`src/rtl/lfsr_gen.sv`:
```
// lfsr_gen: parameterised Fibonacci/Galois LFSR with seed load, step count, wrap and lock-up recovery pulses.
module lfsr_gen #(
  parameter int              WIDTH      = 4,
  parameter logic [WIDTH-1:0] TAPS       = 4'b1100,
  parameter bit              GALOIS     = 1'b0,
  parameter logic [WIDTH-1:0] RESET_SEED = WIDTH'(1)
) (
  input  logic             clk,
  input  logic             rst,
  input  logic             load,
  input  logic [WIDTH-1:0] seed,
  input  logic             en,
  output logic             q,
  output logic [WIDTH-1:0] out,
  output logic [WIDTH-1:0] count,
  output logic             wrap,
  output logic             zero_fix
);
  localparam logic [WIDTH-1:0] ONE = WIDTH'(1);
  if (WIDTH < 2 || WIDTH > 32) begin : g_bad_width
    $error("lfsr_gen: WIDTH must be 2..32");
  end
  if (!TAPS[WIDTH-1]) begin : g_bad_taps
    $error("lfsr_gen: TAPS MSB must be set");
  end
  if (RESET_SEED == '0) begin : g_bad_seed
    $error("lfsr_gen: RESET_SEED must be nonzero");
  end
  logic [WIDTH-1:0] state_q, state_d, ref_q, ref_d, count_q, count_d, step;
  logic             wrap_q, wrap_d, zfix_q, zfix_d, fb, msb, hit, zero;
  always_comb begin
    fb      = ^(state_q & TAPS);
    msb     = state_q[WIDTH-1];
    step    = GALOIS ? ({state_q[WIDTH-2:0], msb} ^ ({TAPS[WIDTH-2:0], 1'b0} & {WIDTH{msb}}))
                     : {state_q[WIDTH-2:0], fb};
    zero    = (state_q == '0);
    hit     = (step == ref_q);
    state_d = load ? seed : !en ? state_q : zero ? ONE : step;
    ref_d   = load ? seed : (en && zero) ? ONE : ref_q;
    // the all-zero state is the only lock-up; leaving it restarts the reference at 1
    count_d = (load || (en && (zero || hit))) ? '0 : en ? count_q + ONE : count_q;
    wrap_d  = !load && en && !zero && hit;
    zfix_d  = !load && en && zero;
  end
  always_ff @(posedge clk or negedge rst) begin
    if (!rst) begin
      state_q <= RESET_SEED;
      ref_q   <= RESET_SEED;
      count_q <= '0;
      wrap_q  <= 1'b0;
      zfix_q  <= 1'b0;
    end else begin
      state_q <= state_d;
      ref_q   <= ref_d;
      count_q <= count_d;
      wrap_q  <= wrap_d;
      zfix_q  <= zfix_d;
    end
  end
  assign q        = GALOIS ? msb : fb;
  assign out      = state_q;
  assign count    = count_q;
  assign wrap     = wrap_q;
  assign zero_fix = zfix_q;
endmodule

```
`config.mk`:
```
export PLATFORM = sky130hd
export DESIGN_NAME = lfsr_gen
export DESIGN_NICKNAME = d
export VERILOG_FILES = /design/src/rtl/lfsr_gen.sv
export SDC_FILE = /design/constraint.sdc
export NUM_CORES = 1
export LEC_CHECK = 0
export ABC_AREA = 1
export CORE_MARGIN = 2
export CORE_UTILIZATION = 41
export DETAILED_ROUTE_END_ITERATION = 7
export PLACE_DENSITY = 0.72
export SYNTH_ARGS = -nofsm -noshare
export SYNTH_HDL_FRONTEND = slang
export SYNTH_SLANG_ARGS = --single-unit
```
`constraint.sdc`:
```
create_clock -name clk -period 1.3 [get_ports clk]
set_input_delay 0.26 -clock clk [delete_from_list [all_inputs] [get_ports clk]]
set_output_delay 0.26 -clock clk [all_outputs]
set_load 0.03 [all_outputs]
```
== Word level (Yosys, flattened, before mapping) ==
Index checks and enable logic that the tools add are counted.

* Bits in registers: 14
* Input bits: 8
* Output and inout bits: 11
* Logic and storage cells: 29

* $add $sub $neg: 1
* Equal/unequal tests: 1
* Muxes and demuxes: 7
* Reductions and logical operators: 15

{| class="wikitable"
|+ Operators by type and width
! kind !! count
|-
| 4-bit 2-to-1 mux || 7
|-
| 1-bit logical AND || 6
|-
| 2-bit nonzero test || 3
|-
| 4-bit by 1-bit adder with 4-bit output, second input constant || 1
|-
| 4-bit == test || 1
|-
| 4-bit logical NOT || 1
|-
| 4-bit parity || 1
|-
| 1-bit logical NOT || 2
|-
| 1-bit logical OR || 2
|}

== Depth between registers and ports, before layout ==
Gate-level depths: netlist of run 1.

* Depth in word-level cells: 6
* Depth in mapped cells: 9
* Gate-level depth less buffers: 9

== Least setup slack after synthesis of run 1 ==
OpenSTA, ideal clock, no wires.

* Kind: register -> register
* From: reg state_q[2] (netlist: out[2])
* To: reg count_q[0] (netlist: count[0])
* Setup time: 0.121 ns
* Data arrival time: 1.622 ns
* Required time: 1.179 ns
* Slack: -0.443 ns
* Stages on the path, launching flop included: 10
* Path buffers: 0
* Clock period less this slack: 1.743 ns
* Cell sequence: dfrtp_1 -> inv_1 -> ha_1 -> inv_1 -> nand2_1 -> nand2_1 -> nor2_1 -> nand2_1 -> nand2_1 -> a21oi_1

* Longest elaborated chain between the ends: 6
* Elaborated cells between the ends (all ways): 8
* Classes of those cells: 1 x eq/ne; 1 x mux; 6 x reduce/logical

{| class="wikitable"
|+ RTL lines
! element !! line !! RTL
|-
| from (decl) || 29 || <nowiki>logic [WIDTH-1:0] state_q, state_d, ref_q, ref_d, count_q, count_d, step;</nowiki>
|-
| from (signal assigned) || 53 || <nowiki>state_q <= state_d;</nowiki>
|-
| 4-bit parity (*) || 32 || <nowiki>fb = ^(state_q & TAPS);</nowiki>
|-
| via q || 13 || <nowiki>output logic q,</nowiki>
|-
| 4-bit == test (*) || 37 || <nowiki>hit = (step == ref_q);</nowiki>
|-
| 1-bit logical OR (*) || 41 || <nowiki>count_d = (load || (en && (zero || hit))) ? '0 : en ? count_q + ONE : count_q;</nowiki>
|-
| 1-bit logical AND (*) || 41 ||
|-
| 1-bit logical OR (*) || 41 ||
|-
| 4-bit 2-to-1 mux or 2-bit nonzero test (tied branches) || n/a ||
|-
| to (signal assigned) || 55 || <nowiki>count_q <= count_d;</nowiki>
|-
| to (decl) || 29 ||
|}

The timed path passes the listed nets; every way through them passes the cells marked *.
A chain may end at the register's enable or synchronous reset.

== Worst setup path in the final report of run 1 ==
* From: reg state_q[3] (netlist: out[3])
* To: out q

* Longest elaborated chain between the ends: 1

{| class="wikitable"
|+ RTL lines
! element !! line
|-
| 4-bit parity || 32
|-
| to (decl) || 13
|}

No other way between the ends.

==> impl_results.md, run 1 <==
* Status: complete, but fails checks
* Failing checks: negative setup slack
* First-pass GRT wire length at 2766 um
* Hold Fails Final Rpt at 0
* I/O Pins at 19
* H-Tree Depth at 1
* Gr ovfl total at 0
* Critical path launch point type: flop
* Reg-to-Reg End: count[0]$_DFFE_PN0P_
* Post-Synth Adder-Cell Area at 3.604%
* Area contributors post-synth: dfrtp_1, nand2_1, dfstp_2, inv_1, nor2_1
* Synth top area share at 43.24%
* Yosys reg bits at 14
* Nets@finish at 125
* Synth Area in Compound Gates at 9.369%
* Leakage power figure at 0.5226 nW
* Mapped cell area at 694.4 sq um
* Most common cell in the netlist: nand2_1
* Main combinational cell family by area after synthesis: simple AND/OR/NAND/NOR gates
* Starting Density at 45.05%
* Core area at 1541 sq um
* Initial DRC count at 9
* Hold WC Path Type: input port to asynchronous set/reset pin
* Synth top cells by count: nand2_1, dfrtp_1, inv_1
* IO Port Bufs at 18
* Mean post-synth cell area at 8.573 sq um
* Part of the cycle the worst path needs at 106.7%
* Sequential fraction of the synthesis area at 50.81%
* Clock-pin transition on the worst setup and hold timing paths at 80 ps
* Skew final at 7.397 ps
* ANT cells at 0
* Ys Warns at 0
* Place WS at -132.3 ps
* Initial antenna violation count at 0
* Crit path kind: flop to primary output
* Reg-to-Reg Start: out[3]$_DFFE_PN0P_
* Post-synth top area cell: dfrtp_1
* Row count at 14
* MaxCap Viol Count at 0
* Ys async rst share at 100.0%
* DRC Markers at 0
* Area share of xor/xnor cells in the synthesized design at 2.523%
* Final WS setup at -86.52 ps
* Min Tclk post-route at 1387 ps
* R2r setup slk at -10 ps
* VDD IR-drop max at 0.7800 mV
* Final setup vio count at 3
* Total GRT Usage at 19.23%
* Root buffer cell: clkbuf_4
* CTS tree: yes
* Syn nets at 91
* Proportion of layout cells with a drive suffix above 1 at 47.37%
* Detail Placement HPWL at 1215 um
* Vias at 636
* Final WL at 1556 um
* RSZ-0062 raised after global routing: true
* Number of synthesized flops with an enable pin at 0
* Cells after synthesis at 81
* Chip width at 45.16 um
* DIE AREA at 2039 sq um
* # hold bufs at CTS at 0
* R2R depth at 8
* Arrival time of the worst setup path at 1130 ps
* Die height at 45.16 um
* Final RePlAce weighted congestion at 0.7728
* CP endpoint kind: primary output
* Slew HR at 80.51%
* Vias per cell at 4.892
* ANT nets after route at 0
* Fmax at 0.7212 GHz
* Total power at 0.001306 W
* Tightest Pin Transition at 293.5 ps
* CP max FO at 3
* CTS Buf Count at 3
* Clock sink count at 14
* CP required at 1040 ps
* Clk buf depth at 2
* Cell Pwr Density at 1243 nW/um^2
* Mux cell area share after synthesis at 0%
* Synth unique cells at 19
* Simple-Gate Fraction of Synth Area at 26.67%
* First-pass DRT Iterations at 3
* Syn-to-layout area delta at 51.35%
* Vias in the first global route at 656
* Filler cell count at 124
* Largest net degree at the start of global routing at 15
* DR WL/cell at 11.97 um
* Slew Viols, Final at 0
* Worst-Skew Late Latency at 270 ps
* Top_reg_cell synth: dfrtp_1
## critical path: stages, from the launching register on
cell and delay (ps):
dfrtp_2 410, inv_2 80, ha_4 220, buf_6 140
## state kept, by name (all words and copies together) (netlist names)
register,count
zero_fix,1
out,4
wrap,1
count,4
ref_q,4
## cell type report
| type | count | area (sq um) | area share, % |
|---|---|---|---|
| tap | 16 | 20.02 | 1.905 |
| inverter | 13 | 51.30 | 4.881 |
| clock buffer | 4 | 26.28 | 2.500 |
| sequential | 14 | 355.3 | 33.81 |
| timing repair buffer | 29 | 246.5 | 23.45 |
| multi-input combinational | 54 | 351.6 | 33.45 |
## stage by stage
| stage | area [sq um] | TNS (ps) | cells | util [%] | hold WS, ps |
|---|---|---|---|---|---|
| 3_3_place_gp | 957.2 | -257.4 | 124 | 62.09 | 481.5 |
| 5_1_grt | 1051 | -625.6 | 130 | 68.18 | 299.4 |
| 4_1_cts | 998.5 | -118.9 | 129 | 64.77 | 294.0 |
| 6_report | 1051 | -99.20 | 130 | 68.18 | 287.8 |
| 2_1_floorplan | 709.4 | -613.5 | 81 | - | -35.59 |
| 3_5_place_dp | 957.2 | -385.0 | 124 | 62.09 | 485.7 |
## logic make-up after synthesis
| family | Yosys count |
|---|---|
| buffers and inverters | 13 |
| adders and majority gates | 2 |
| and+or+nand+nor | 40 |
| DFF | 14 |
| AOI/OAI and AO/OA | 10 |
| xor gates and xnor gates | 2 |
## cells in the final DEF, fill, tap and decap left out, drive strengths merged
cell | Yosys | routed
xor2 | 1 | 1
nor3 | 1 | 1
a21oi | 2 | 2
buf | 0 | 19
o21bai | 1 | 1
dfrtp | 12 | 12
o22ai | 1 | 1
o221ai | 3 | 3
ha | 2 | 2
dfstp | 2 | 2
o21ai | 3 | 3
inv | 13 | 13
dlygate4sd2 | 0 | 1
clkbuf | 0 | 4
nand2 | 25 | 25
clkdlybuf4s15 | 0 | 2
nand3 | 3 | 3
clkdlybuf4s50 | 0 | 7
nor2 | 11 | 11
xnor2 | 1 | 1
## worst max-delay path by stage
stage	from	to	slack, ps
detailed placement	en	count[2]$_DFFE_PN0P_	-130
floorplan	out[2]$_DFFE_PN0P_	count[0]$_DFFE_PN0P_	-140
global route	out[3]$_DFFE_PN0P_	q	-130
finish	out[3]$_DFFE_PN0P_	q	-90
global placement	load	count[2]$_DFFE_PN0P_	-90
CTS	out[2]$_DFFE_PN0P_	q	-90
## what timing repair did
action | 4_1_cts | 5_1_grt
setup endpoints to repair | 8 | 9
setup buffers | 1 | 1
pin swaps | 5 | 7
resized for setup | 8 | 12
## power breakdown
group,switching (W),internal [W]
sequential,0.0000509,0.000495
combinational,0.000292,0.000218
clock,0.000132,0.000119
total,0.000475,0.000831
## layer usage
layer / up-vias / track usage, % / wire length, um
li1: 324 / - / -
met3: 2 / 2.400 / 38
met1: 303 / 24.75 / 745
met4: 0 / 8.824 / 9
met5: - / 0 / 0
met2: 7 / 32.00 / 763
Power figures use the tool's default switching activity.
==> run 2: changes to the inputs <==
--- a/config.mk
+++ b/config.mk
@@ -7,9 +7,9 @@
 export LEC_CHECK = 0
 export ABC_AREA = 1
 export CORE_MARGIN = 2
-export CORE_UTILIZATION = 41
+export CORE_UTILIZATION = 49
 export DETAILED_ROUTE_END_ITERATION = 7
-export PLACE_DENSITY = 0.72
+export PLACE_DENSITY = 0.81
 export SYNTH_ARGS = -nofsm -noshare
 export SYNTH_HDL_FRONTEND = slang
 export SYNTH_SLANG_ARGS = --single-unit
==> constraint.sdc (replaced) <==
create_clock -name clk -period 1.7 [get_ports clk]
set_input_delay 0.34 -clock clk [delete_from_list [all_inputs] [get_ports clk]]
set_output_delay 0.34 -clock clk [all_outputs]
set_load 0.03 [all_outputs]
==> impl_results.md, run 2 (synthesized netlist as in run 1, its figures left out) <==
* Final WL at 1336 um (was 1556 um)
* Final RePlAce weighted congestion at 0.8011 (was 0.7728)
* Proportion of layout cells with a drive suffix above 1 at 22.86% (was 47.37%)
* RSZ-0062 raised after global routing: false (was true)
* CP endpoint kind: primary output (unchanged)
* Tightest Pin Transition at 326.9 ps (was 293.5 ps)
* VDD IR-drop max at 0.6365 mV (was 0.7800 mV)
* Register area at 352.8 sq um (was 355.3 sq um)
* Min Tclk post-route at 1628 ps
* Reg-to-Reg Start: out[2]$_DFFE_PN0P_ (was out[3]$_DFFE_PN0P_)
* Area occupied by multi-input gates at 295.3 sq um (was 351.6 sq um)
* Worst Setup SP: out[3]$_DFFE_PN0P_ (unchanged)
* Detail Placement HPWL at 1088 um (was 1215 um)
* Commonest non-fill, non-tap cells in the layout: nand2_1, dfrtp_1, clkdlybuf4s50_1 (was buf_4, nand2_1, dfrtp_1)
* Critical path launch point type: flop (unchanged)
* CTS Buf Count at 3 (unchanged)
* Chip width at 41.65 um (was 45.16 um)
* Cell Pwr Density at 1006 nW/um^2 (was 1243 nW/um^2)
* Clock sink count at 14 (unchanged)
* Total GRT Usage at 19.05% (was 19.23%)
* Leakage power figure at 0.5017 nW (was 0.5226 nW)
* First-pass GRT wire length at 2490 um (was 2766 um)
* Vias in the first global route at 601 (was 656)
* Top Usage Layer GRT: met2 (unchanged)
* MaxCap Viol Count at 0 (unchanged)
* Status: finished clean (was complete, but fails checks)
* M1 GR Usage at 23.81% (was 24.75%)
* Clock-pin transition on the worst setup and hold timing paths at 80 ps (about the same)
* DR WL/cell at 11.13 um (was 11.97 um)
* Vias at 583 (was 636)
* Syn-to-layout area delta at 35.86% (was 51.35%)
* Worst path slowest cell: clkdlybuf4s50_1 (was dfrtp_2)
* Die height at 41.65 um (was 45.16 um)
* Slew Viols, Final at 0 (unchanged)
* Worst-path cell chain: clkdlybuf4s50_1 (was inv_2 -> ha_4 -> buf_6)
* Row count at 13 (was 14)
* I/O Pins at 19 (unchanged)
* Slew HR at 78.17% (was 80.51%)
* Commonest non-fill, non-tap cell in the layout: nand2_1 (was buf_4)
* DIE AREA at 1734 sq um (was 2039 sq um)
* Part of the cycle the worst path needs at 95.79%
* Crit-path max cell delay at 660 ps (was 410 ps)
* Clk buf depth at 2 (unchanged)
* Met2 usage at 30.00% (was 32.00%)
* CP top delay family: buffers and inverters (was flip-flops)
* Worst hold margin at 353.1 ps (was 287.8 ps)
* Worst-Skew Late Latency at 280 ps (was 270 ps)
* First-pass DRT Iterations at 4 (was 3)
* CP max FO at 2 (was 3)
* Gr ovfl total at 0 (unchanged)
* Root buffer cell: clkbuf_4 (unchanged)
* Final setup vio count at 0 (was 3)
* Setup tns final at 0 ps (was -99.20 ps)
* Skew final at 3.635 ps (was 7.397 ps)
* Fmax at 0.6141 GHz
* Arrival time of the worst setup path at 1290 ps (was 1130 ps)
* ANT nets after route at 0 (unchanged)
* CP bufs+invs at 1 (was 2)
* Core area at 1318 sq um (was 1541 sq um)
* Hold Fails Final Rpt at 0 (unchanged)
* DRC Markers at 0 (unchanged)
* CP required at 1360 ps (was 1040 ps)
* Filler cell count at 103 (was 124)
* Starting Density at 52.71% (was 45.05%)
* Initial DRC count at 5 (was 9)
* Hold WC Path Type: input port to asynchronous set/reset pin (unchanged)
* Vias per cell at 4.858 (was 4.892)
* Global-route track usage on met3 at 7.826% (was 2.400%)
* H-Tree Depth at 1 (unchanged)
* Nets@finish at 116 (was 125)
* Crit path kind: flop to primary output (unchanged)
* ANT cells at 0 (unchanged)
* Initial antenna violation count at 0 (unchanged)
* IO Port Bufs at 18 (unchanged)
* Largest net degree at the start of global routing at 15 (unchanged)
* CTS tree: yes (unchanged)
* # hold bufs at CTS at 0 (unchanged)
## run 2: cell count changes in the layout (fill, tap and decap cells not counted), moves of 3 or more
cell	delta
inv_1	+3
nand2_1	+5
clkdlybuf4s50_1	+3
dlygate4sd2_1	+4
nand2_2	-3
buf_4	-15
## run 2: area by class of cell
cell class / instances / share of cell area, %
Clock buffer: 4 / 3.846
Inverter: 13 / 5.172
Multi-Input combinational cell: 54 / 31.30
Sequential cell: 14 / 37.40
Tap cell: 15 / 1.989
Timing Repair Buffer: 20 / 20.29
## run 2: report_power, final
group | switching [W] | internal [W]
Sequential | 0.0000336 | 0.000378
Combinational | 0.000190 | 0.000115
Clock | 0.000102 | 0.000131
Total | 0.000326 | 0.000623
## run 2: path summary, 6_finish.rpt
| kind | to | slack, ps | cells past startpoint |
|---|---|---|---|
| setup reg to reg | count[1]$_DFFE_PN0P_ | 240 | 9 |
| hold reg to reg | ref_q[0]$_DFFE_PN1P_ | 500 | 2 |
| hold / removal | ref_q[2]$_DFFE_PN0P_ | 350 | 2 |
| max in group asynchronous | out[0]$_DFFE_PN1P_ | 1110 | 2 |
| setup / recovery | out[3] | 70 | 1 |
| min in group clk | ref_q[0]$_DFFE_PN1P_ | 500 | 2 |
## run 2: per-stage QoR
stage / worst slack (ps) / util, % / cell area (sq um) / power, W / std cells
finish: 71.55 / 71.60 / 943.4 / 0.0009490 / 120
global route: 30.04 / 71.60 / 943.4 / 0.001008 / 120
CTS: 13.83 / 71.23 / 938.4 / 0.0009636 / 120
detailed placement: 167.3 / 68.95 / 908.4 / 0.0007460 / 116
global placement: 166.3 / 68.95 / 908.4 / 0.0007362 / 116
floorplan: 23.45 / - / 696.9 / 0.0006155 / 81
## run 2: repair_timing
action	in CTS	in global routing
setup endpoints to repair	5	2
buffers inserted	0	0
resized for setup	5	2
## run 2: layer usage
layer  vias to the layer above  part of all wire, %
met5                         -                    0
met4                         0                 0.90
met3                         2                  4.3
met1                       267                   49
li1                        304                    -
met2                        10                   46
